<file path="src/rtl/click_sync_rx.sv">
// Receiving end of a 2-phase bundled-data click channel feeding a clocked valid/ready stream.
// Define CLICK_RX_STATS_EN to add the 16-bit rx_count accepted-token counter port.
module click_sync_rx #(
   parameter int DATA_WIDTH  = 7,
   parameter int DEPTH       = 4,
   parameter int SYNC_STAGES = 2
) (
   input  logic                clk,
   input  logic                rst_n,
   input  logic                in_req,
   output logic                in_ack,
   input  logic [DATA_WIDTH:0] in_data,
   output logic                out_valid,
   input  logic                out_ready,
   output logic [DATA_WIDTH:0] out_data
`ifdef CLICK_RX_STATS_EN
   ,
   output logic [15:0]         rx_count
`endif
);

   localparam int            AW       = $clog2(DEPTH);
   localparam logic [AW:0]   FULL_CNT = (AW+1)'(DEPTH);
   localparam logic [AW-1:0] PTR_ONE  = AW'(1);
   localparam logic [AW:0]   CNT_ONE  = (AW+1)'(1);

   logic [SYNC_STAGES-1:0] sync_q, sync_d;
   logic                   ack_q, ack_d;
   logic [AW-1:0]          wr_ptr_q, wr_ptr_d;
   logic [AW-1:0]          rd_ptr_q, rd_ptr_d;
   logic [AW:0]            count_q, count_d;
   logic                   valid_q, valid_d;
   logic [DATA_WIDTH:0]    head_q, head_d;
   logic [DATA_WIDTH:0]    mem_q [DEPTH];
   logic                   req_s, pending_s, push_s, pop_s;

   // Handshake decode, pointer/count next-state and the registered head entry
   always_comb begin
      sync_d    = {sync_q[SYNC_STAGES-2:0], in_req};
      req_s     = sync_q[SYNC_STAGES-1];
      pending_s = req_s ^ ack_q;
      pop_s     = valid_q & out_ready;
      push_s    = pending_s & ((count_q != FULL_CNT) | pop_s);
      ack_d     = ack_q ^ push_s;
      wr_ptr_d  = push_s ? (wr_ptr_q + PTR_ONE) : wr_ptr_q;
      rd_ptr_d  = pop_s  ? (rd_ptr_q + PTR_ONE) : rd_ptr_q;
      case ({push_s, pop_s})
         2'b10:   count_d = count_q + CNT_ONE;
         2'b01:   count_d = count_q - CNT_ONE;
         default: count_d = count_q;
      endcase
      valid_d = (count_d != '0);
      // A push landing at the new read slot means the queue was empty after any pop
      if (push_s && (wr_ptr_q == rd_ptr_d)) begin
         head_d = in_data;
      end else begin
         head_d = mem_q[rd_ptr_d];
      end
   end

   // Synchroniser, handshake state, pointers and stream output registers
   always_ff @(posedge clk or negedge rst_n) begin
      if (!rst_n) begin
         sync_q   <= '0;
         ack_q    <= 1'b0;
         wr_ptr_q <= '0;
         rd_ptr_q <= '0;
         count_q  <= '0;
         valid_q  <= 1'b0;
         head_q   <= '0;
      end else begin
         sync_q   <= sync_d;
         ack_q    <= ack_d;
         wr_ptr_q <= wr_ptr_d;
         rd_ptr_q <= rd_ptr_d;
         count_q  <= count_d;
         valid_q  <= valid_d;
         head_q   <= head_d;
      end
   end

   // FIFO storage; in_data is only sampled on the push edge
   always_ff @(posedge clk or negedge rst_n) begin
      if (!rst_n) begin
         for (int i = 0; i < DEPTH; i++) begin
            mem_q[i] <= '0;
         end
      end else if (push_s) begin
         mem_q[wr_ptr_q] <= in_data;
      end
   end

   assign in_ack    = ack_q;
   assign out_valid = valid_q;
   assign out_data  = head_q;

`ifdef CLICK_RX_STATS_EN
   logic [15:0] rx_count_q;

   // Accepted-token counter, wraps naturally at 16 bits
   always_ff @(posedge clk or negedge rst_n) begin
      if (!rst_n) begin
         rx_count_q <= 16'd0;
      end else if (push_s) begin
         rx_count_q <= rx_count_q + 16'd1;
      end
   end

   assign rx_count = rx_count_q;
`endif

endmodule

</file>
<file path="config.mk">
export PLATFORM = sky130hd
export DESIGN_NAME = click_sync_rx
export DESIGN_NICKNAME = d
export VERILOG_FILES = /design/src/rtl/click_sync_rx.sv
export SDC_FILE = /design/constraint.sdc
export NUM_CORES = 1
export LEC_CHECK = 0
export BUFFER_PORTS_ARGS = -buffer_cell sky130_fd_sc_hd__buf_4
export CORE_ASPECT_RATIO = 0.7
export CORE_UTILIZATION = 64
export DETAILED_ROUTE_END_ITERATION = 10
export GPL_ROUTABILITY_DRIVEN = 0
export GPL_TIMING_DRIVEN = 1
export PLACE_DENSITY_LB_ADDON = 0.08
export SYNTH_ARGS = -nofsm -noshare
export SYNTH_HDL_FRONTEND = slang
export SYNTH_SLANG_ARGS = --single-unit
</file>
<file path="constraint.sdc">
create_clock -name clk -period 3.7 [get_ports clk]
set_input_delay 0.555 -clock clk [delete_from_list [all_inputs] [get_ports clk]]
set_output_delay 0.555 -clock clk [all_outputs]
set_load 0.02 [all_outputs]
</file>
==> results of run 1 <==
-- cell usage in the layout, fill, tap and decap left out, drive strengths merged, types with 5 or more instances in the layout --
cell,instances
nor4,9
ha,5
nand2,9
a211oi,32
clkbuf,6
mux2,42
dfrtp,51
buf,22
inv,5
xnor2,6
and3,32
-- registers in the layout (all words and copies together) (netlist names), named ones only --
name	cells
mem_q	32
out_data	8
count_q	3
rd_ptr_q	2
sync_q	2
wr_ptr_q	2
out_valid	1
-- final timing paths --
kind | start | end | slack [ps] | depth (start not counted)
worst max-delay path | out_valid | out_valid | 700 | 9
worst min-delay path | rst_n | out_data[3] | 250 | 1
worst max register to register | out_valid | out_valid | 700 | 9
worst min register to register | sync_q[0] | sync_q[1] | 370 | 0
max in group asynchronous | rst_n | out_data[4] | 3020 | 1
min in group clk | in_req | sync_q[0] | 340 | 1
-- cells by family (layout without fill, tap and decap cells) --
family | count (synthesis) | after routing | synth area share, %
buffers and inverters | 17 | 34 | 2.47
adders and majority gates | 6 | 6 | 3.14
muxes | 42 | 42 | 18.0
AOI/OAI and AO/OA | 36 | 36 | 11.2
DFF | 51 | 51 | 48.5
xor gates and xnor gates | 8 | 8 | 2.66
and+or+nand+nor | 60 | 60 | 14.0
-- cell type report --
type | count | share of cell area (%)
Multi-Input combinational cell | 152 | 44.5
Sequential cell | 51 | 44.0
Timing Repair Buffer | 22 | 5.70
Clock buffer | 6 | 2.50
Tap cell | 52 | 2.24
Clock inverter | 2 | 0.561
Inverter | 4 | 0.518
-- stage by stage --
stage	setup WS (ps)	area [sq um]
floorplan	1230	2630
global placement	941	2810
detailed placement	756	2810
CTS	739	2900
global route	496	2900
finish	699	2900
-- power breakdown --
| part | internal [mW] | switching [mW] | total, mW |
|---|---|---|---|
| sequential | 0.839 | 0.244 | 1.08 |
| combinational | 0.619 | 0.583 | 1.20 |
| clock | 0.136 | 0.184 | 0.319 |
-- layer usage --
layer  global-route usage, %  vias to the layer above
li1                        -                      858
met1                    38.9                      905
met2                    44.0                       74
met3                    6.89                       13
met4                    10.3                        0
met5                       0                        -
==> flow_metrics.py, run 1 <==
metrics = {
    "route": {
        "drt_first_pass_iters": 4,
        "ant_nets": 0,
        "routed_via_density": 6.40,
        "wirelength_mm": 5.53,
        "wl_met2_mm": 2.56,
        "wl_met1_mm": 2.44,
        "drc": 0,
        "top_layer": "met4",
        "post_drt_wl_per_cell_um": 19.1,
        "drtIter0Drc": 145,
        "routed-via-count": 1850,
        "met3_length_um": 441,
    },
    "power": {
        "total_power_mw": 2.60,
        "peakVddDrop_v": 0.000569,
        "leakagePower_nw": 1.28,
        "p_per_area_nw_per_um2": 898,
    },
    "outcome": {
        "status": "finished clean",
    },
    "cts": {
        "cts.sinks": 51,
        "cts-root-buf": "clkbuf_8",
        "cts_tree": "built",
        "post_cts.repair.setup_buffers": 0,
        "cts_resized": 0,
        "cts_hold_buf": 0,
        "cts_made_buffers": 5,
        "clk_path_buf_depth": 2,
        "clock_latency_ps": 310,
        "path_clk_slew_ps": 90,
        "htree_levels": 2,
    },
    "timing": {
        "finalCritPeriodShare_pct": 81.1,
        "maxSlewViolCount": 0,
        "maxSlewHeadroom_pct": 39.6,
        "finClkSkew_ps": 9.25,
        "hold_viol_final": 0,
        "finalSetupTns_ps": 0,
        "layout_min_cycle_time_ps": 3000,
        "worst_pin_slew_ps": 906,
        "setup_viol_count_final": 0,
        "rsz0062_at_grt": "no",
        "whs_ps": 252,
        "clock.fmax_mhz": 333,
    },
    "finish": {
        "ff_latch_area_sq_um": 1280,
        "fillers": 264,
        "antenna_cells": 0,
        "multi_input_area_sq_um": 1290,
        "fin_nets": 254,
        "drive_gt1_share_pct": 32.1,
        "area_growth_pct": 10.2,
        "final_cells": 289,
        "final_util_pct": 73.9,
    },
    "logic_synthesis": {
        "ys_types": 29,
        "yosys-top-cells-count": "dfrtp_1, mux2_2, a211oi_1, and3_1, clkbuf_1",
        "yosys.area.top_type": "dfrtp_1",
        "synth_cells": 220,
        "yosys_warnings": 0,
        "yosysMostFrequentCell": "dfrtp_1",
        "syn_nets": 238,
        "ys_ff_latch": 51,
        "synth_edf_count": 0,
        "yosys_most_used_dff": "dfrtp_1",
        "synth.area.top_cells": "dfrtp_1, mux2_2, a211oi_1, and3_1, ha_1",
        "syn_area_sq_um": 2630,
        "ys_seq_area_share_pct": 48.5,
        "synth_top_cell_area_share_pct": 48.5,
        "async_reset_ff_share_pct": 100,
        "synth_area_per_cell_sq_um": 12.0,
    },
    "critical_path": {
        "endpoint_kind": "register",
        "worst-path-buf-inv": 1,
        "critPathLaunchType": "register",
        "critPathMaxStageDelay_ps": 940,
        "required_ps": 3900,
        "cp_max_fo": 36,
        "critical_path_class": "reg -> reg",
        "cp_slowest_cell": "dfrtp_1",
        "arrival_ps": 3200,
        "critical_path.top_delay_family": "flip-flops",
        "crit_chain": "nand2_4 -> a31oi_4 -> inv_1 -> ha_1 -> fa_1 -> xnor2_1 -> nor2_1 -> xor2_1 -> or3_1",
    },
    "grt": {
        "grt_max_degree": 52,
        "grt_pass1_vias": 1869,
        "grt.overflow.total": 0,
        "antenna_found_initial": 0,
        "grt_use_total_pct": 28.3,
        "grt_pass1_wl_mm": 9.18,
    },
    "floorplanning": {
        "core_area_sq_um": 3920,
        "fp.dieH_um": 55.6,
        "std_cell_rows": 19,
        "initial_core_util_pct": 67.0,
        "dieWidth_um": 78.6,
        "num_io_pins": 22,
        "die-area_sq_um": 4370,
    },
    "placed_design": {
        "dp_hpwl_mm": 3.59,
        "placed_cells": 281,
        "io_buffers": 21,
    },
    "flow_run": {
        "drv_cap": 0,
    },
    "worst_hold_path": {
        "hold_path_class": "in -> async",
    },
}
Power figures use the tool's default switching activity.
==> run 2: changes to the inputs <==
--- a/config.mk
+++ b/config.mk
@@ -5,9 +5,10 @@
 export SDC_FILE = /design/constraint.sdc
 export NUM_CORES = 1
 export LEC_CHECK = 0
+export ABC_AREA = 1
 export BUFFER_PORTS_ARGS = -buffer_cell sky130_fd_sc_hd__buf_4
 export CORE_ASPECT_RATIO = 0.7
-export CORE_UTILIZATION = 64
+export CORE_UTILIZATION = 59
 export DETAILED_ROUTE_END_ITERATION = 10
 export GPL_ROUTABILITY_DRIVEN = 0
 export GPL_TIMING_DRIVEN = 1
==> constraint.sdc (replaced) <==
create_clock -name clk -period 3.12 [get_ports clk]
set_input_delay 0.468 -clock clk [delete_from_list [all_inputs] [get_ports clk]]
set_output_delay 0.468 -clock clk [all_outputs]
set_load 0.02 [all_outputs]
==> run 2 against run 1 <==
Net effect: sequential share of layout area rose by 1.4 points; area after synthesis fell by 3.3%; fmax rose by 43%; highest routed layer unchanged.
==> flow_metrics.py, run 2 <==
metrics = {
    "finish": {
        "top_register": "mem_q",
        "area_growth_pct": 10.5,
        "largest_reg_flops": 32,
        "most-common-layout-cells": "nand2_1, dfrtp_1, inv_1",
        "fillers": 325,
        "layout_commonest_cell": "nand2_1",
        "drive_gt1_share_pct": 17.9,
        "fin_nets": 318,
        "antenna_cells": 0,
        "design_area_sq_um": 2810,
        "final_cells": 353,
    },
    "timing": {
        "maxSlewHeadroom_pct": 58.5,
        "worst_pin_slew_ps": 623,
        "maxSlewViolCount": 0,
        "finalSetupTns_ps": 0,
        "hold_viol_final": 0,
        "layout_min_cycle_time_ps": 2110,
        "clock.fmax_mhz": 475,
        "finalCritPeriodShare_pct": 67.5,
        "rsz0062_at_grt": "no",
        "finClkSkew_ps": 9.66,
        "setup_viol_count_final": 0,
    },
    "logic_synthesis": {
        "yosysMostFrequentCell": "nand2_1",
        "ys_ff_latch": 51,
        "ys_seq_area_share_pct": 50.2,
        "synth_top_cell_area_share_pct": 50.2,
        "synth.area.top_cells": "dfrtp_1, nand2_1, nand3_1, o21ai_1, inv_1",
        "syn_area_sq_um": 2540,
        "syn_nets": 298,
        "yosys_most_used_dff": "dfrtp_1",
        "synth_cells": 280,
        "synth_area_per_cell_sq_um": 9.08,
        "ys_types": 22,
        "synth_edf_count": 0,
        "yosys.area.top_type": "dfrtp_1",
        "async_reset_ff_share_pct": 100,
        "yosys-top-cells-count": "nand2_1, dfrtp_1, inv_1",
        "yosys_warnings": 0,
    },
    "floorplanning": {
        "initial_core_util_pct": 63.3,
        "fp.dieH_um": 56.9,
        "die-area_sq_um": 4580,
        "core_area_sq_um": 4020,
        "dieWidth_um": 80.5,
        "num_io_pins": 22,
        "std_cell_rows": 19,
    },
    "route": {
        "drt_first_pass_iters": 4,
        "post_drt_wl_per_cell_um": 14.6,
        "ant_nets": 0,
        "wirelength_mm": 5.17,
        "routed_via_density": 5.29,
        "routed-via-count": 1866,
        "drc": 0,
        "drtIter0Drc": 190,
    },
    "grt": {
        "grt_pass1_vias": 1709,
        "grt_pass1_wl_mm": 8.55,
        "grt_max_degree": 52,
        "grt_use_total_pct": 25.7,
        "antenna_found_initial": 0,
        "grt.overflow.total": 0,
    },
    "placed_design": {
        "place_area_sq_um": 2700,
        "dp_hpwl_mm": 3.49,
        "placed_cells": 345,
        "io_buffers": 21,
    },
    "cts": {
        "cts_hold_buf": 0,
        "clk_path_buf_depth": 2,
        "cts_made_buffers": 5,
        "path_clk_slew_ps": 100,
        "cts_resized": 0,
        "cts_tree": "built",
        "htree_levels": 2,
        "clock_latency_ps": 310,
        "cts.sinks": 51,
        "post_cts.repair.setup_buffers": 0,
        "cts-root-buf": "clkbuf_8",
    },
    "worst_hold_path": {
        "hold_path_class": "in -> async",
    },
    "critical_path": {
        "critical_path_class": "reg -> reg",
        "critPathLaunchType": "register",
        "required_ps": 3320,
        "cp_max_fo": 4,
        "endpoint_kind": "register",
        "arrival_ps": 2310,
    },
    "power": {
        "total_power_mw": 3.06,
        "p_per_area_nw_per_um2": 1090,
        "peakVddDrop_v": 0.000622,
        "leakagePower_nw": 1.48,
    },
    "outcome": {
        "status": "finished clean",
    },
    "flow_run": {
        "drv_cap": 0,
    },
}
## run 2: changes by cell type after synthesis, moves of 9 or more
cell | previous run | this run
nand2_1 | 4 | 81
mux2_2 | 39 | 2
a211oi_1 | 32 | 0
and3_1 | 32 | 0
inv_1 | 4 | 32
nand3_1 | 1 | 27
o21ai_1 | 0 | 24
nand3b_1 | 0 | 16
clkbuf_1 | 10 | 0
nor4_1 | 9 | 0
## run 2: cells by family (layout without fill, tap and decap cells)
logic type               count (synthesis)  after routing  synth area share, %
buffers and inverters                   41             62                 7.97
adder cells (fa/ha/maj)                  6              6                 3.25
flip-flops                              51             51                 50.2
multiplexers                             2              2                0.885
XOR/XNOR                                 4              4                 1.38
AO/OA/AOI/OAI                           35             35                 8.07
AND/OR/NAND/NOR                        141            141                 28.3
## run 2: final timing paths
kind	to	depth (start not counted)	start	slack, ps
worst min register to register	sync_q[1]	0	sync_q[0]	360
worst max-delay path	out_valid	8	count_q[0]	1010
min in group clk	sync_q[0]	1	in_req	260
max in group asynchronous	wr_ptr_q[1]	1	rst_n	2530
worst min-delay path	out_data[7]	1	rst_n	180
worst max register to register	out_valid	8	count_q[0]	1010
## run 2: routing by layer
| metal | global-route usage, % | vias to the layer above | part of all wire [%] |
|---|---|---|---|
| met4 | 6.38 | 0 | 0.85 |
| met2 | 37.5 | 64 | 42 |
| met5 | 0 | - | 0 |
| met3 | 7.52 | 7 | 8.2 |
| li1 | - | 932 | - |
| met1 | 38.1 | 863 | 49 |
## run 2: power by group
group	total, mW	switching, mW	internal [mW]
clock network	0.472	0.230	0.242
registers	1.12	0.156	0.962
logic	1.47	0.923	0.543
## run 2: per-stage QoR
stage | util, % | hold slack [ps] | setup WS [ps]
2_1_floorplan | - | 172 | 1080
3_3_place_gp | 67.1 | 337 | 973
3_5_place_dp | 67.1 | 339 | 863
4_1_cts | 69.9 | 189 | 1010
5_1_grt | 69.9 | 233 | 899
6_report | 69.9 | 176 | 1010
## run 2: worst max-delay path, cell delays in order (launching register included)
cell     delay (ps)
dfrtp_1         440
nor2_1          150
nand3_2         110
nand2_4         170
ha_1            240
fa_1            440
mux2_2          300
nor2_1          100
nand2_1          60
## run 2: layout make-up
class	instances	area (sq um)	area share (%)
tap	52	65.1	2.32
timing repair buffer	21	158	5.61
clock buffer	5	68.8	2.45
sequential	51	1280	45.4
clock inverter	3	46.3	1.65
multi-input combinational	188	1060	37.9
inverter	33	131	4.67
